===== config.mk =====
export PLATFORM = sky130hd
export DESIGN_NAME = bcd2bin_16
export DESIGN_NICKNAME = d
export VERILOG_FILES = /design/src/rtl/bcd_pkg.sv /design/src/rtl/mul10_add.sv /design/src/rtl/bcd2bin_16.sv
export SDC_FILE = /design/constraint.sdc
export NUM_CORES = 1
export LEC_CHECK = 0
export CORE_ASPECT_RATIO = 1.4
export CORE_MARGIN = 3
export CORE_UTILIZATION = 25
export DETAILED_ROUTE_END_ITERATION = 10
export DONT_BUFFER_PORTS = 1
export PLACE_DENSITY = 0.49
export SLEW_MARGIN = 20
export SYNTH_ARGS = -nofsm -noshare
export SYNTH_HDL_FRONTEND = slang
export SYNTH_SLANG_ARGS = --single-unit

===== constraint.sdc =====
create_clock -name clock -period 3.1 [get_ports clock]
set_input_delay 0.155 -clock clock [delete_from_list [all_inputs] [get_ports clock]]
set_output_delay 0.155 -clock clock [all_outputs]
set_load 0.01 [all_outputs]

===== src/rtl/bcd_pkg.sv =====
// Shared BCD constants: FSM encoding, digit limit and default sizes used by
// both the BCD-to-binary and binary-to-BCD paths.
package bcd_pkg;

  localparam logic [1:0] ST_IDLE = 2'd0;
  localparam logic [1:0] ST_CONV = 2'd1;
  localparam logic [1:0] ST_DONE = 2'd2;

  localparam logic [3:0] BCD_MAX = 4'd9;

  localparam int unsigned NDIG_DEF  = 5;
  localparam int unsigned WIDTH_DEF = 16;
  localparam int unsigned ACCW_DEF  = 17;

endpackage


===== src/rtl/mul10_add.sv =====
// One accumulate step: acc*10 + digit using shifts only, plus a non-BCD flag.
module mul10_add
  import bcd_pkg::*;
#(
  parameter int unsigned ACCW = ACCW_DEF
) (
  input  logic [ACCW-1:0] acc,
  input  logic [3:0]      digit,
  output logic [ACCW-1:0] acc_out_c,
  output logic            digit_bad_c
);

  assign acc_out_c   = (acc << 3) + (acc << 1) + ACCW'(digit);
  assign digit_bad_c = (digit > BCD_MAX);

endmodule


===== src/rtl/bcd2bin_16.sv =====
// Sequential packed-BCD to binary converter, one digit per clock, MSD first,
// with start/done handshake, saturation on overflow and invalid-digit flag.
module bcd2bin_16
  import bcd_pkg::*;
#(
  parameter int unsigned NDIG  = NDIG_DEF,
  parameter int unsigned WIDTH = WIDTH_DEF,
  parameter int unsigned ACCW  = ACCW_DEF
) (
  input  logic              clock,
  input  logic              reset,
  input  logic              start,
  input  logic [4*NDIG-1:0] bcd_in,
  output logic [WIDTH-1:0]  bin,
  output logic              busy,
  output logic              done,
  output logic              err_digit,
  output logic              err_ovf
);

  localparam int unsigned   IDXW    = (NDIG > 1) ? $clog2(NDIG) : 1;
  localparam int unsigned   SRW     = 4 * NDIG;
  localparam logic [ACCW-1:0] BIN_MAX = ACCW'({WIDTH{1'b1}});

  logic [1:0]       state_q, state_d;
  logic [SRW-1:0]   sr_q, sr_d;
  logic [ACCW-1:0]  acc_q, acc_d;
  logic [IDXW-1:0]  idx_q, idx_d;
  logic             bad_q, bad_d;
  logic [WIDTH-1:0] bin_q, bin_d;
  logic             busy_q, busy_d;
  logic             done_q, done_d;
  logic             err_digit_q, err_digit_d;
  logic             err_ovf_q, err_ovf_d;

  logic [ACCW-1:0]  mac_acc;
  logic             mac_bad;

  // Shift register presents the current digit at its top nibble
  mul10_add #(.ACCW(ACCW)) u_mul10_add (
    .acc         (acc_q),
    .digit       (sr_q[SRW-1 -: 4]),
    .acc_out_c   (mac_acc),
    .digit_bad_c (mac_bad)
  );

  always_comb begin
    state_d     = state_q;
    sr_d        = sr_q;
    acc_d       = acc_q;
    idx_d       = idx_q;
    bad_d       = bad_q;
    bin_d       = bin_q;
    err_digit_d = err_digit_q;
    err_ovf_d   = err_ovf_q;

    case (state_q)
      ST_IDLE: begin
        if (start) begin
          state_d = ST_CONV;
          sr_d    = bcd_in;
          acc_d   = '0;
          idx_d   = IDXW'(NDIG - 1);
          bad_d   = 1'b0;
        end
      end
      ST_CONV: begin
        acc_d = mac_acc;
        bad_d = bad_q | mac_bad;
        sr_d  = sr_q << 4;
        idx_d = idx_q - 1'b1;
        if (idx_q == '0) begin
          state_d = ST_DONE;
          idx_d   = '0;
          // Invalid digit dominates overflow
          if (bad_d) begin
            bin_d       = '0;
            err_digit_d = 1'b1;
            err_ovf_d   = 1'b0;
          end else if (mac_acc > BIN_MAX) begin
            bin_d       = '1;
            err_digit_d = 1'b0;
            err_ovf_d   = 1'b1;
          end else begin
            bin_d       = mac_acc[WIDTH-1:0];
            err_digit_d = 1'b0;
            err_ovf_d   = 1'b0;
          end
        end
      end
      ST_DONE: begin
        if (start) begin
          state_d = ST_CONV;
          sr_d    = bcd_in;
          acc_d   = '0;
          idx_d   = IDXW'(NDIG - 1);
          bad_d   = 1'b0;
        end else begin
          state_d = ST_IDLE;
        end
      end
      default: state_d = ST_IDLE;
    endcase

    busy_d = (state_d == ST_CONV);
    done_d = (state_d == ST_DONE);
  end

  always_ff @(posedge clock) begin
    if (reset) begin
      state_q     <= ST_IDLE;
      sr_q        <= '0;
      acc_q       <= '0;
      idx_q       <= '0;
      bad_q       <= 1'b0;
      bin_q       <= '0;
      busy_q      <= 1'b0;
      done_q      <= 1'b0;
      err_digit_q <= 1'b0;
      err_ovf_q   <= 1'b0;
    end else begin
      state_q     <= state_d;
      sr_q        <= sr_d;
      acc_q       <= acc_d;
      idx_q       <= idx_d;
      bad_q       <= bad_d;
      bin_q       <= bin_d;
      busy_q      <= busy_d;
      done_q      <= done_d;
      err_digit_q <= err_digit_d;
      err_ovf_q   <= err_ovf_d;
    end
  end

  assign bin       = bin_q;
  assign busy      = busy_q;
  assign done      = done_q;
  assign err_digit = err_digit_q;
  assign err_ovf   = err_ovf_q;

endmodule


==> impl_metrics.tcl <==
set metrics [dict create \
    hold_violations 0 \
    dr.pass1.iters 4 \
    grt_use_met1_pct 13.8 \
    power_density_nw_per_um2 560 \
    hp-class "input pin to register" \
    peakVddDrop_mv 0.321 \
    dieWidth_um 105 \
    cts-buffers-inserted 9 \
    gr-usage-all-layers_pct 12.4 \
    grt_pass1_wl_mm 14.8 \
    drv_slew 0 \
    die_h_um 144 \
    ant_nets 0 \
    switchingPower_uw 544 \
    diodes 0 \
    wire_per_inst_um 16.0 \
    arrival_ns 3.12 \
    clk_latency_ns 0.33 \
    synth_edf_count 0 \
    multi_input_area_sq_um 2000 \
    top_usage_layer "met2" \
    fin_crit_ns 2.91 \
    die-area_sq_um 15100 \
    placed_area_sq_um 3600 \
    dp_cells 549 \
    ys_async_sr_fraction_pct 0 \
    seqPwrFrac_pct 38.9 \
    rows 49 \
    finalSetupViolCount 0 \
    syn-num-nets 440 \
    path_class "register to register" \
    area_delta_synth_final_pct 17.6 \
    yosysUniqueCellTypes 47 \
    fin_crit_sh_pct 94.0 \
    syn_avg_cell_area_sq_um 8.85 \
    ys_seq_elements 62 \
    internal_power_uw 1700 \
    required_ns 3.31 \
    wirelength_mm 9.11 \
    ys.flop_type "dfxtp_1" \
    netlist_instances 385 \
    cp_max_fo 5 \
    p_sw_share_pct 24.3 \
    gp_congestion 0.824 \
    num_vias 2886 \
    nNetsFinal 442 \
    core_sq_um 13100 \
    skew_ns 0.00534 \
    cts_tree "done" \
    clock_path_buffers 2 \
    max-slew-margin-rel_pct 47.1 \
    cp-end-kind "register" \
    ys_seq_area_share_pct 36.4 \
    grt_pass1_vias 2912 \
    cts-root-buf "clkbuf_16" \
    netlist_area_sq_um 3410 \
    clkSinkCount 62 \
    dp_hpwl_mm 6.57 \
    cts_setup_buffers 0 \
    via_per_inst 5.06 \
    synth_warnings 0 \
    grt-ovfl-total 0 \
    r2r_slack_ns 0.19 \
    finalInstanceArea_sq_um 4010 \
    regArea_sq_um 1240 \
    outcome "finished clean" \
    pin_count 43 \
    antenna_found_initial 0 \
    critPathLaunchType "register" \
    use_met2_pct 21.8 \
    p_clk_share_pct 50.1 \
    portBuffers 0 \
    rsz0062_at_grt "false" \
    tns_ns 0 \
    initial_utilization_pct 26.1 \
    power_uw 2240 \
    worst_pin_slew_ns 0.793 \
    grt_max_degree 59 \
    max_freq_mhz 343 \
    layoutNonFillerInstCount 570 \
    drive_gt1_share_pct 8.93 \
    timing.hold.ws_ns 0.0237 \
    clkTransAtPathRegs_ns 0.05 \
    drc 0 \
    p_comb_share_pct 11.0 \
    maxCapViolations 0 \
    p_leak_uw 0.00170 \
    h-tree-depth 3 \
    drt_iter0_drc 113 \
    fill_cells 1395 \
    globalRouteMet3Util_pct 4.24 \
]
-- cell usage after synthesis (2+ instances only) --
cell	n	area [sq um]
nand4_1	4	25.0
nand2b_1	3	18.8
o21a_1	5	37.5
o21ai_0	10	50.1
and2_1	3	18.8
or4_1	3	22.5
inv_1	12	45.0
nor3_1	5	25.0
or3_1	5	31.3
xor2_1	4	35.0
nor2_1	48	180
nor2b_1	2	12.5
a32oi_1	3	26.3
a21o_1	6	45.0
clkbuf_1	16	60.1
a32o_1	3	30.0
buf_2	6	30.0
a21oi_1	29	145
nand3_1	11	55.1
buf_6	2	22.5
ha_1	30	375
o211ai_1	2	15.0
xnor2_1	4	35.0
a31oi_1	9	56.3
dfxtp_1	62	1240
a2bb2oi_1	2	17.5
mux2i_1	18	180
a211oi_1	22	165
fa_1	2	40.0
nand2_1	19	71.3
a22oi_1	19	143
-- worst max-delay path, stage by stage, from the launching register on --
cell	delay, ns
dfxtp_1	0.34
inv_1	0.07
fa_1	0.53
inv_1	0.07
fa_1	0.46
a211oi_2	0.24
o21a_2	0.18
a21oi_1	0.12
o221a_4	0.25
o31ai_4	0.26
buf_4	0.21
a31oi_1	0.08
-- routing by layer --
| metal | routed length (um) | share of wire [%] |
|---|---|---|
| met2 | 4510 | 49 |
| met5 | 0 | 0 |
| met3 | 583 | 6.4 |
| met1 | 3810 | 42 |
| met4 | 211 | 2.3 |
-- layout make-up --
type                            instances  area share [%]
Sequential cell                        62            31.0
Clock inverter                          3            1.62
Clock buffer                           13            6.75
Inverter                               12            1.12
Timing Repair Buffer                   17            3.94
Multi-Input combinational cell        285            50.0
Tap cell                              178            5.56
-- worst paths after layout --
path         cells past startpoint        end  startpoint
max                             11    bin[13]    sr_q[19]
min                              2  acc_q[13]       reset
max reg2reg                     11    bin[13]    sr_q[19]
min reg2reg                      2   idx_q[1]    idx_q[1]
-- state kept, by name (all words and copies together) (netlist names) --
name       count
acc_q         16
bad_q          1
bin           16
busy           1
done           1
err_digit      1
err_ovf        1
idx_q          3
sr_q          20
state_q        2
-- logic make-up (layout without fill, tap and decap cells) --
logic type,Yosys count,count (layout),synth area share (%)
compound gates,116,116,23.7
xor+xnor,8,8,2.06
fa+ha+maj,32,32,12.2
buf+inv,38,45,4.96
flops,62,62,36.4
mux,19,19,5.62
simple gates,110,110,15.1
-- power groups by stage --
| stage | clock (uW) | combinational [uW] | sequential [uW] |
|---|---|---|---|
| after detailed placement | 0 | 230 | 890 |
| after global placement | 0 | 227 | 889 |
| after floorplan | 0 | 186 | 879 |
| after global routing | 1180 | 279 | 879 |
| after CTS | 1150 | 250 | 873 |
| final | 1120 | 246 | 873 |
-- placed cells by master, fill, tap and decap left out, types with 2 or more instances in the layout --
cell type and n:
o21a_1 5, and2_1 3, o211ai_1 2, nand3_1 11, clkbuf_8 3, a21o_1 6
clkbuf_16 9, fa_1 2, buf_4 12, o21ai_0 10, or3_1 5, a21oi_1 28
bufinv_16 2, a2bb2oi_1 2, a31oi_1 9, nand4_1 4, nor2_1 48, or4_1 3
nand2_1 19, mux2i_1 18, dfxtp_1 62, nor2b_1 2, a22oi_1 19, nand2b_1 3
dlygate4sd3_1 4, inv_1 12, a211oi_1 21, xor2_1 4, a32oi_1 3, xnor2_1 4
a32o_1 3, nor3_1 5, ha_1 30
-- stage by stage --
step	setup WS [ns]	utilization, %
3_5_place_dp	0.153	27.6
6_report	0.187	30.7
4_1_cts	0.114	30.6
2_1_floorplan	0.199	-
5_1_grt	0.0182	30.7
3_3_place_gp	0.158	27.6
-- repair_timing --
action | CTS | global route
hold buffers | 5 | 0
gates resized for setup | 0 | 1
setup endpoints to repair | 0 | 17
endpoints found under the hold margin | 58 | 0
(Power assumes the default switching activity.)
